### src/rtl/rf_pkg.sv
// rtl/rf_pkg.sv - shared constants and types for the register-file write arbiter
package rf_pkg;

    localparam int DATA_WIDTH = 32;
    localparam int ADDR_WIDTH = 5;
    localparam int ZERO_REG   = 31;

    typedef struct packed {
        logic [ADDR_WIDTH-1:0] addr;
        logic [DATA_WIDTH-1:0] data;
    } rf_wr_req_t;

    typedef enum logic {
        REQ_MEM = 1'b0,
        REQ_ALU = 1'b1
    } rf_req_e;

endpackage

### src/rtl/rf_wb_slot.sv
// rtl/rf_wb_slot.sv - one-entry writeback holding slot with zero-register drop
module rf_wb_slot #(
    parameter int DATA_WIDTH = rf_pkg::DATA_WIDTH,
    parameter int ADDR_WIDTH = rf_pkg::ADDR_WIDTH,
    parameter int ZERO_REG   = rf_pkg::ZERO_REG
) (
    input  logic                  clock,
    input  logic                  reset,
    input  logic                  in_valid,
    output logic                  in_ready,
    input  logic [ADDR_WIDTH-1:0] in_addr,
    input  logic [DATA_WIDTH-1:0] in_data,
    input  logic                  grant,
    output logic                  occupied,
    output logic [ADDR_WIDTH-1:0] slot_addr,
    output logic [DATA_WIDTH-1:0] slot_data
);

    localparam logic [ADDR_WIDTH-1:0] ZERO_ADDR = ADDR_WIDTH'(ZERO_REG);

    logic                  occ_q, occ_d;
    logic [ADDR_WIDTH-1:0] addr_q, addr_d;
    logic [DATA_WIDTH-1:0] data_q, data_d;
    logic                  accept;

    // A slot being drained this cycle can be refilled on the same edge.
    assign in_ready = !occ_q || grant;
    assign accept   = in_valid && in_ready;

    always_comb begin
        occ_d  = occ_q;
        addr_d = addr_q;
        data_d = data_q;
        if (grant) begin
            occ_d = 1'b0;
        end
        if (accept && (in_addr != ZERO_ADDR)) begin
            occ_d  = 1'b1;
            addr_d = in_addr;
            data_d = in_data;
        end
    end

    always_ff @(posedge clock or posedge reset) begin
        if (reset) begin
            occ_q  <= 1'b0;
            addr_q <= '0;
            data_q <= '0;
        end else begin
            occ_q  <= occ_d;
            addr_q <= addr_d;
            data_q <= data_d;
        end
    end

    assign occupied  = occ_q;
    assign slot_addr = addr_q;
    assign slot_data = data_q;

endmodule

### src/rtl/rf_write_arbiter.sv
// rtl/rf_write_arbiter.sv - ALU/mem writeback arbiter for the register-file write port
// Define RF_ARB_ROUND_ROBIN_EN for round-robin arbitration; default is fixed priority mem over ALU.
import rf_pkg::*;

module rf_write_arbiter #(
    parameter int DATA_WIDTH = rf_pkg::DATA_WIDTH,
    parameter int ADDR_WIDTH = rf_pkg::ADDR_WIDTH,
    parameter int ZERO_REG   = rf_pkg::ZERO_REG
) (
    input  logic                       clock,
    input  logic                       reset,
    input  logic                       aluValid,
    output logic                       aluReady,
    input  logic [ADDR_WIDTH-1:0]      aluAddress,
    input  logic [DATA_WIDTH-1:0]      aluData,
    input  logic                       memValid,
    output logic                       memReady,
    input  logic [ADDR_WIDTH-1:0]      memAddress,
    input  logic [DATA_WIDTH-1:0]      memData,
    output logic                       writeRegister,
    output logic [ADDR_WIDTH-1:0]      writeAddress,
    output logic [DATA_WIDTH-1:0]      writeData,
    output logic [(1<<ADDR_WIDTH)-1:0] pendingMask
);

    logic                  mem_occ, alu_occ;
    logic [ADDR_WIDTH-1:0] mem_addr, alu_addr;
    logic [DATA_WIDTH-1:0] mem_data, alu_data;
    logic                  grant_mem, grant_alu, any_occ;
    rf_req_e               grant_sel;

    logic                  write_register_q, write_register_d;
    logic [ADDR_WIDTH-1:0] write_address_q, write_address_d;
    logic [DATA_WIDTH-1:0] write_data_q, write_data_d;

    rf_wb_slot #(.DATA_WIDTH(DATA_WIDTH), .ADDR_WIDTH(ADDR_WIDTH), .ZERO_REG(ZERO_REG)) u_mem_slot (
        .clock     (clock),
        .reset     (reset),
        .in_valid  (memValid),
        .in_ready  (memReady),
        .in_addr   (memAddress),
        .in_data   (memData),
        .grant     (grant_mem),
        .occupied  (mem_occ),
        .slot_addr (mem_addr),
        .slot_data (mem_data)
    );

    rf_wb_slot #(.DATA_WIDTH(DATA_WIDTH), .ADDR_WIDTH(ADDR_WIDTH), .ZERO_REG(ZERO_REG)) u_alu_slot (
        .clock     (clock),
        .reset     (reset),
        .in_valid  (aluValid),
        .in_ready  (aluReady),
        .in_addr   (aluAddress),
        .in_data   (aluData),
        .grant     (grant_alu),
        .occupied  (alu_occ),
        .slot_addr (alu_addr),
        .slot_data (alu_data)
    );

`ifdef RF_ARB_ROUND_ROBIN_EN
    rf_req_e rr_q, rr_d;

    // The pointer only breaks ties; a lone occupied slot always wins.
    always_comb begin
        if (mem_occ && alu_occ) begin
            grant_sel = rr_q;
        end else if (alu_occ) begin
            grant_sel = REQ_ALU;
        end else begin
            grant_sel = REQ_MEM;
        end
    end

    always_comb begin
        rr_d = rr_q;
        if (any_occ) begin
            rr_d = (grant_sel == REQ_MEM) ? REQ_ALU : REQ_MEM;
        end
    end

    always_ff @(posedge clock or posedge reset) begin
        if (reset) begin
            rr_q <= REQ_MEM;
        end else begin
            rr_q <= rr_d;
        end
    end
`else
    always_comb begin
        grant_sel = (alu_occ && !mem_occ) ? REQ_ALU : REQ_MEM;
    end
`endif

    assign any_occ   = mem_occ || alu_occ;
    assign grant_mem = any_occ && (grant_sel == REQ_MEM);
    assign grant_alu = any_occ && (grant_sel == REQ_ALU);

    always_comb begin
        write_register_d = grant_mem || grant_alu;
        write_address_d  = write_address_q;
        write_data_d     = write_data_q;
        if (grant_mem) begin
            write_address_d = mem_addr;
            write_data_d    = mem_data;
        end else if (grant_alu) begin
            write_address_d = alu_addr;
            write_data_d    = alu_data;
        end
    end

    always_ff @(posedge clock or posedge reset) begin
        if (reset) begin
            write_register_q <= 1'b0;
            write_address_q  <= '0;
            write_data_q     <= '0;
        end else begin
            write_register_q <= write_register_d;
            write_address_q  <= write_address_d;
            write_data_q     <= write_data_d;
        end
    end

    assign writeRegister = write_register_q;
    assign writeAddress  = write_address_q;
    assign writeData     = write_data_q;

    // Zero-register writes never enter a slot, so that bit can never appear here.
    always_comb begin
        pendingMask = '0;
        if (mem_occ) begin
            pendingMask[mem_addr] = 1'b1;
        end
        if (alu_occ) begin
            pendingMask[alu_addr] = 1'b1;
        end
        if (write_register_q) begin
            pendingMask[write_address_q] = 1'b1;
        end
    end

endmodule

### config.mk
export PLATFORM = sky130hd
export DESIGN_NAME = rf_write_arbiter
export DESIGN_NICKNAME = d
export VERILOG_FILES = /design/src/rtl/rf_pkg.sv /design/src/rtl/rf_wb_slot.sv /design/src/rtl/rf_write_arbiter.sv
export SDC_FILE = /design/constraint.sdc
export NUM_CORES = 1
export LEC_CHECK = 0
export ABC_AREA = 1
export CAP_MARGIN = 15
export CORE_ASPECT_RATIO = 0.9
export CORE_MARGIN = 1.5
export CORE_UTILIZATION = 53
export DETAILED_ROUTE_END_ITERATION = 6
export GPL_TIMING_DRIVEN = 0
export PLACE_DENSITY = 0.86
export RECOVER_POWER = 100
export SLEW_MARGIN = 20
export SYNTH_ARGS = -nofsm -noshare
export SYNTH_HDL_FRONTEND = slang
export SYNTH_HIERARCHICAL = 1
export SYNTH_SLANG_ARGS = --single-unit
### constraint.sdc
create_clock -name clock -period 3.09 [get_ports clock]
set_input_delay 0.618 -clock clock [delete_from_list [all_inputs] [get_ports clock]]
set_output_delay 0.618 -clock clock [all_outputs]
set_load 0.02 [all_outputs]
==> results.tsv, run 1 <==
metric	value	unit
status	finished, violations left	
failing checks	max-capacitance violations, max-slew violations	
Crit path required time	2.47	ns
WHS Path Cells	2	
nets@finish	992	
H-tree depth	4	
Worst slew margin	-0.255	
Post-synth top cells	nand2_1, nand3_1, dfrtp_1, nor2_1, inv_1	
ranking of synthesized cells by area	dfrtp_1, nand2_1, nand3_1	
Hold Slack	0.475	ns
share of layout cells above drive strength 1	0.0680	
Arrival @ worst endpoint	2.43	ns
Reg clk slew, reported paths	0.06	ns
CP max-delay cell	clkdlybuf4s50_1	
Slew @ Worst Pin	1.88	ns
initial antenna violation count	0	
final hold vios	0	
Num CTS Buffers	17	
Seq cells post-synth	114	
ys async rst share	1.00	
slack of the worst reg-to-reg path	0.38	ns
FF-to-FF Start	u_mem_slot/occupied	
Worst Setup Path Type	reg -> out	
post-DR vias/cell	5.57	
Setup crit end kind	primary output	
Total Power	8670	uW
max-cap check violation count	3	
Initial Util	0.549	
Detailed Route WL	18700	microns
Die Height	101	microns
IO buf count	149	
via count	5879	
DR WL/cell	17.8	microns
worst hold path endpoint	u_alu_slot/slot_data[8]	
antenna viol nets, final	0	
reg2reg path depth	9	
Mapped Area	0.00565	sq mm
non-filler cells, final	1055	
crit start category	flip-flop	
fin. max-slew vios	107	
area share of the largest cell type after synthesis	0.505	
Core ar.	0.0103	sq mm
area of the die	0.0113	sq mm
drc violations	0	
leading area contributor after synthesis	dfrtp_1	
largest net degree at the start of global routing	39	
syn avg cell area	7.62	sq um
Post-synth EDFFs	0	
Tcrit/Tclk final	0.987	
RSZ-0062 raised after global routing	no	
# hold bufs at CTS	0	
Syn Inst Count	742	
drt pass-1 iters	5	
Cell Pwr Density	1100	mW/mm^2
clock root cell	clkbuf_16	
antenna cell count	0	
io pins	150	
Finished Cell Area	0.00789	sq mm
later-pin clock latency in the skew report	0.41	ns
Iter 0 DRT Violations	563	
gp weighted congestion	0.878	
capturing point of the worst reg2reg path	u_alu_slot/slot_data[27]	
P_leak	0.00392	uW
Peak Freq	328	MHz
crit-path max FO	8	
Yosys warnings	6	
Top cell by count, worst path	nand2_1	
first-pass GRT wire length	29600	microns
Cells after DPL	1022	
number of global-route vias before repair	5886	
global route overflow	0	
Post-DP HPWL	13400	microns
clk buf depth	2	
most used flip-flop cell after synthesis	dfrtp_1	
Core Rows	35	
Sum Neg Setup Slack	0	ns
crit path time final	3.05	ns
crit-path max cell delay	0.62	ns
placed cell area	0.00734	sq mm
TritonCTS clock tree	built	
Hold Path Class	reg -> reg	
CP cell instances	nand2_1 > nor2_1 > nand2_1 > nand3_1 > clkdlybuf4s50_1	
all-layer global routing usage	0.340	
most common cell in the netlist	nand2_1	
register area share after synthesis	0.505	
CTS sink cnt	114	
min-delay src	u_alu_slot/slot_data[8]	
setup bufs post-CTS	0	
clk_skew	0.00678	ns
Final setup violation count	0	
CTS-repair resized insts	0	
die width	112	microns
Synth cell types	15	
worst vdd ir	0.000683	V
Layout area overhead	39.6	%
Post-Syn Nets	820	
-- metrics by stage --
step	worst slack, ns	utilization
3_3_place_gp	0.601	0.710
6_report	0.0405	0.767
4_1_cts	0.102	0.779
2_1_floorplan	1.32	-
5_1_grt	0.00798	0.767
3_5_place_dp	0.568	0.714
-- layout make-up --
cell class / count / area [sq um]
inverters: 25 / 93.8
fillers: 738 / 2400
well taps: 129 / 161
plain buffers: 37 / 235
multi-input cells: 566 / 2360
repair buffers: 153 / 1510
clock buffers: 21 / 470
flip-flops and latches: 114 / 2850
clock inverters: 10 / 204
-- worst max-delay path, delay by kind of cell, from the launching register on --
kind / cells / cell delay, ns
buffers and inverters: 1 / 0.62
DFF: 1 / 0.46
and+or+nand+nor: 4 / 0.93
-- how the worst max path moves through the flow --
stage	startpoint	cells past startpoint	end
final	writeAddress[0]	5	pendingMask[27]
after global routing	writeAddress[0]	6	pendingMask[24]
after CTS	u_mem_slot/occupied	6	pendingMask[26]
after detailed placement	writeAddress[0]	5	pendingMask[27]
after global placement	u_mem_slot/occupied	6	pendingMask[25]
after floorplan	writeAddress[0]	5	pendingMask[2]
-- where the power goes --
group	leakage (uW)	internal (uW)	switching, uW
clock	0.000333	1570	678
sequential	0.00141	2200	565
combinational	0.00218	1340	2320
-- logic make-up after synthesis --
group | share of synthesized area
AO/OA/AOI/OAI | 0.00797
AND/OR/NAND/NOR | 0.411
buffers and inverters | 0.0762
flip-flops | 0.505
-- cells in the final DEF, fill, tap and decap left out, drive strengths merged --
cell type	n
nand2	381
bufinv	6
clkdlybuf4s50	107
nand3	140
dfrtp	114
clkbuf	42
dlygate4sd3	42
nor3	1
inv	25
a21boi	2
nor2	39
o211ai	3
buf	20
clkinv	4
-- registers in the layout (all words and copies together) (netlist names) --
name and flops:
writeData 32, writeRegister 1, writeAddress 5, u_alu_slot/slot_addr 5, u_mem_slot/slot_addr 5, u_mem_slot/occupied 1
u_alu_slot/occupied 1, u_alu_slot/slot_data 32, u_mem_slot/slot_data 32
-- per-layer routing --
metal | share of wire | up-vias | GRT usage
li1 | - | 2685 | -
met1 | 0.39 | 2829 | 0.417
met2 | 0.50 | 313 | 0.602
met3 | 0.079 | 52 | 0.0734
met4 | 0.028 | 0 | 0.116
met5 | 0 | - | 0
Note: power is estimated with default switching activity, not from simulation.
==> inputs of run 2 (changes only) <==
CORE_UTILIZATION = 49   (was 53)
PLACE_DENSITY = 0.81   (was 0.86)
clock period = 3.44 ns   (was 3.09 ns; I/O delays follow)
==> run 2 against run 1 <==
The run still ends with max-capacitance violations, max-slew violations left. Non-clock buffer count down 1. Cell area down 0.52%. Critical path depth rose by 1. Count of clock-buffer cells in the layout increased by 2. Largest cell class unchanged. Critical endpoint is now pendingMask[17]. Power decreased by 15%. Register-to-register slack better by 0.35 ns.
==> results.tsv, run 2 (synthesis gave the netlist of run 1 again) <==
metric	value	unit
nets@finish	991	
DR WL/cell	15.5	microns
max-cap check violation count	3	
worst hold path endpoint	u_alu_slot/slot_data[19]	
Switching Fraction	0.412	
first-pass GRT wire length	27100	microns
H-tree depth	4	
# hold bufs at CTS	0	
crit-path max FO	10	
commonest non-fill, non-tap cell in the layout	nand2_1	
P_leak	0.00393	uW
Worst slew margin	-0.293	
Crit path required time	2.75	ns
via count	5642	
status	finished, violations left	
Switch Pwr	3050	uW
crit start category	flip-flop	
drc violations	0	
post-DR vias/cell	5.21	
Die Height	105	microns
WHS Path Cells	2	
Sum Neg Setup Slack	0	ns
clock root cell	clkbuf_16	
IO buf count	149	
global route overflow	0	
Num CTS Buffers	17	
FF-to-FF Start	u_mem_slot/occupied	
initial antenna violation count	0	
reg2reg path depth	9	
clk buf depth	2	
io pins	150	
worst vdd ir	0.000587	V
Power Internal	4340	uW
share of layout cells above drive strength 1	0.0626	
sequential standard cell area	0.00285	sq mm
commonest cells after routing, fill and taps aside	nand2_1, nand3_1, dfrtp_1	
all-layer global routing usage	0.293	
Setup crit end kind	primary output	
Peak Freq	310	MHz
antenna viol nets, final	0	
slack of the worst reg-to-reg path	0.73	ns
die width	116	microns
Tcrit/Tclk final	0.938	
placed cell area	0.00740	sq mm
RSZ-0062 raised after global routing	no	
later-pin clock latency in the skew report	0.41	ns
gp weighted congestion	0.884	
Core ar.	0.0113	sq mm
Post-DP HPWL	12100	microns
failing checks	max-capacitance violations, max-slew violations	
Reg clk slew, reported paths	0.05	ns
Comb pwr share	0.424	
Slew @ Worst Pin	1.94	ns
setup bufs post-CTS	0	
Hold Path Class	reg -> reg	
Iter 0 DRT Violations	582	
Detailed Route WL	16700	microns
largest net degree at the start of global routing	36	
Cell Pwr Density	941	mW/mm^2
Finished Cell Area	0.00785	sq mm
Initial Util	0.498	
min-delay src	u_alu_slot/slot_data[19]	
area of the die	0.0122	sq mm
number of global-route vias before repair	5554	
CTS sink cnt	114	
fin. max-slew vios	97	
final hold vios	0	
Layout area overhead	38.9	%
crit path time final	3.23	ns
Flop pwr share	0.334	
Final setup violation count	0	
filler cell count	918	
area of the multi-input gates	0.00235	sq mm
TritonCTS clock tree	built	
clock share of power	0.242	
antenna cell count	0	
clk_skew	0.00721	ns
Arrival @ worst endpoint	2.54	ns
drt pass-1 iters	5	
Core Rows	37	
CTS-repair resized insts	0	
Worst Setup Path Type	reg -> out	
capturing point of the worst reg2reg path	u_alu_slot/slot_data[27]	
-- run 2: changes by cell type in the layout (fill, tap and decap cells not counted), sizes merged --
cell,delta
clkbuf,+3
clkinvlp,+2
clkdlybuf4s50,-19
bufinv,-3
dlygate4sd3,+19
buf,-2
-- run 2: power groups by stage --
stage	logic [uW]	clock network, uW	registers, uW
floorplan	1810	0	2580
global placement	3210	0	2460
detailed placement	3300	0	2470
CTS	3330	1800	2470
global route	3470	1870	2540
finish	3130	1790	2460
-- run 2: final cells by class --
class,instances,share of cell area
Clock buffer,23,0.0609
Sequential cell,114,0.363
Tap cell,156,0.0249
Timing Repair Buffer,152,0.191
Buffer,37,0.0311
Clock inverter,9,0.0164
Inverter,25,0.0120
Multi-Input combinational cell,566,0.300
-- run 2: through the flow --
| stage | power [uW] | worst slack, ns | instances | hold WS [ns] | util |
|---|---|---|---|---|---|
| 2_1_floorplan | 4390 | 1.60 | 742 | 0.442 | - |
| 3_3_place_gp | 5670 | 0.885 | 1047 | 0.453 | 0.647 |
| 3_5_place_dp | 5760 | 0.868 | 1050 | 0.458 | 0.652 |
| 4_1_cts | 7600 | 0.415 | 1082 | 0.472 | 0.706 |
| 5_1_grt | 7870 | 0.115 | 1082 | 0.483 | 0.692 |
| 6_report | 7390 | 0.215 | 1082 | 0.470 | 0.692 |
-- run 2: worst max-delay path by stage --
stage	from	end	slack, ns	cells after the start
after floorplan	writeAddress[0]	pendingMask[2]	1.60	5
after global placement	u_mem_slot/occupied	pendingMask[24]	0.89	6
after detailed placement	u_mem_slot/occupied	pendingMask[24]	0.87	6
after CTS	u_mem_slot/occupied	pendingMask[29]	0.42	6
after global routing	u_mem_slot/occupied	pendingMask[9]	0.11	6
final	u_mem_slot/occupied	pendingMask[17]	0.21	6
-- run 2: layer usage --
metal,vias to the layer above,track usage,share of wire
li1,2693,-,-
met2,243,0.475,0.49
met5,-,0,0
met3,35,0.0882,0.082
met1,2671,0.375,0.41
met4,0,0.0932,0.021
-- run 2: critical path, cell delays in order, from the launching register on --
cell and delay [ns]:
dfrtp_1 0.39, buf_4 0.21, nand2_1 0.10, nor2_1 0.54, nand2_1 0.11, nand3_1 0.10, dlygate4sd3_1 0.67
==> inputs of run 3 (changes only) <==
GPL_ROUTABILITY_DRIVEN = 0   (was not set)
==> run 3 against run 2 <==
The flow still finishes with violations (max-capacitance violations, max-slew violations). Sequential share of layout area about the same. Maximum frequency increased by 1.2%. Die area unchanged. Clock skew about the same. First-iteration DRC count increased by 5.7%. Via count increased by 1.5%. Clock power increased by 4%. Hold slack improved by 0.0048 ns. Final cell count unchanged. Combinational power about the same. Core utilization decreased by 0.066 points. Cell area about the same. Largest cell class unchanged.
==> results.tsv, run 3 (synthesis gave the netlist of run 1 again) <==
metric	value	unit
global route overflow	0	
CTS sink cnt	114	
Setup crit end kind	primary output	
Slew @ Worst Pin	1.76	ns
Finished Cell Area	0.00784	sq mm
Num CTS Buffers	17	
drt pass-1 iters	6	
all-layer global routing usage	0.291	
CP cell instances	buf_4 > inv_1 > nor3_2 > nand2_1 > nand3_1 > dlygate4sd3_1	
clk_skew	0.00680	ns
CP max-delay cell	dlygate4sd3_1	
non-filler cells, final	1082	
CTS-repair resized insts	0	
antenna cell count	0	
met2 GRT Util	0.471	
max-cap check violation count	2	
crit start category	flip-flop	
Final setup violation count	0	
crit path time final	3.19	ns
Sum Neg Setup Slack	0	ns
Reg clk slew, reported paths	0.05	ns
IO buf count	149	
filler cell count	934	
commonest cells after routing, fill and taps aside	nand2_1, nand3_1, dfrtp_1	
DR WL/cell	15.9	microns
Worst Setup Path Type	reg -> out	
Peak Freq	314	MHz
post-DR vias/cell	5.29	
Core ar.	0.0113	sq mm
crit-path max FO	10	
crit path launch	u_mem_slot/occupied	
placed cell area	0.00741	sq mm
antenna viol nets, final	0	
number of global-route vias before repair	5563	
Arrival @ worst endpoint	2.50	ns
TritonCTS clock tree	built	
clock root cell	clkbuf_16	
area of the multi-input gates	0.00235	sq mm
RSZ-0062 raised after global routing	no	
failing checks	max-capacitance violations, max-slew violations	
final hold vios	0	
Iter 0 DRT Violations	615	
Cells after DPL	1050	
min-delay src	u_alu_slot/slot_data[24]	
Cell Pwr Density	951	mW/mm^2
met1 Resource Use GR	0.368	
Die Height	105	microns
crit path buf inv count	3	
share of layout cells above drive strength 1	0.0616	
Worst slew margin	-0.172	
H-tree depth	4	
drc violations	0	
via count	5724	
Core Rows	37	
crit-path max cell delay	0.67	ns
fin. max-slew vios	63	
status	finished, violations left	
Hold Slack	0.474	ns
Hold Path Class	reg -> reg	
family with the most delay on the worst path	buffers and inverters	
nets@finish	991	
commonest non-fill, non-tap cell in the layout	nand2_1	
FF-to-FF Start	u_mem_slot/occupied	
sequential standard cell area	0.00285	sq mm
met3 global-route usage	0.0800	
setup bufs post-CTS	0	
Initial Util	0.498	
later-pin clock latency in the skew report	0.41	ns
# hold bufs at CTS	0	
clk buf depth	2	
initial antenna violation count	0	
area of the die	0.0122	sq mm
worst vdd ir	0.000572	V
die width	116	microns
io pins	150	
GR peak layer	met2	
largest net degree at the start of global routing	34	
Crit path required time	2.75	ns
Post-DP HPWL	12200	microns
Detailed Route WL	17200	microns
first-pass GRT wire length	26900	microns
Layout area overhead	38.8	%
P_leak	0.00394	uW
Tcrit/Tclk final	0.927	
==> run 3: cell count changes in the layout (fill, tap and decap cells not counted), sizes merged <==
cell,before,now
clkdlybuf4s50,88,85
clkinvlp,2,1
clkbuf,45,46
dlygate4sd3,61,64
bufinv,3,4
buf,18,16
clkinv,4,5
==> run 3: layer usage <==
layer / up-vias / routed length [microns]
met1: 2714 / 6850
li1: 2690 / -
met3: 36 / 1540
met5: - / 0
met4: 0 / 444
met2: 284 / 8360
==> run 3: worst min-delay path: cells and delay by family (launching register included) <==
kind,cells,cell delay (ns)
flops,1,0.34
simple gates,2,0.10
==> run 3: through the flow <==
step | util | total power [uW] | setup slack, ns
CTS | 0.708 | 7680 | 0.422
global route | 0.691 | 7900 | 0.138
global placement | 0.647 | 5660 | 0.895
detailed placement | 0.653 | 5770 | 0.871
finish | 0.691 | 7460 | 0.252
floorplan | - | 4390 | 1.60
==> run 3: final timing paths <==
check	endpoint	cells after the start	slack (ns)
min in group asynchronous	u_alu_slot/slot_data[17]	2	0.68
max in group asynchronous	u_alu_slot/slot_addr[4]	3	0.85
worst min register to register	u_alu_slot/slot_data[24]	2	0.47
worst max-delay path	pendingMask[0]	6	0.25
worst max register to register	u_alu_slot/slot_data[23]	9	0.63
worst min-delay path	u_alu_slot/slot_data[24]	2	0.47
==> run 3: cell type report <==
type                       count  area share
buffer                        37      0.0289
inverter                      25      0.0120
multi-input combinational    566       0.300
sequential                   114       0.364
clock inverter                10      0.0199
timing repair buffer         152       0.192
tap                          156      0.0249
clock buffer                  22      0.0592
==> run 3: power breakdown <==
| group | total (uW) | switching (uW) | internal, uW |
|---|---|---|---|
| clock | 1860 | 612 | 1250 |
| combinational | 3130 | 1980 | 1150 |
| sequential | 2470 | 497 | 1980 |
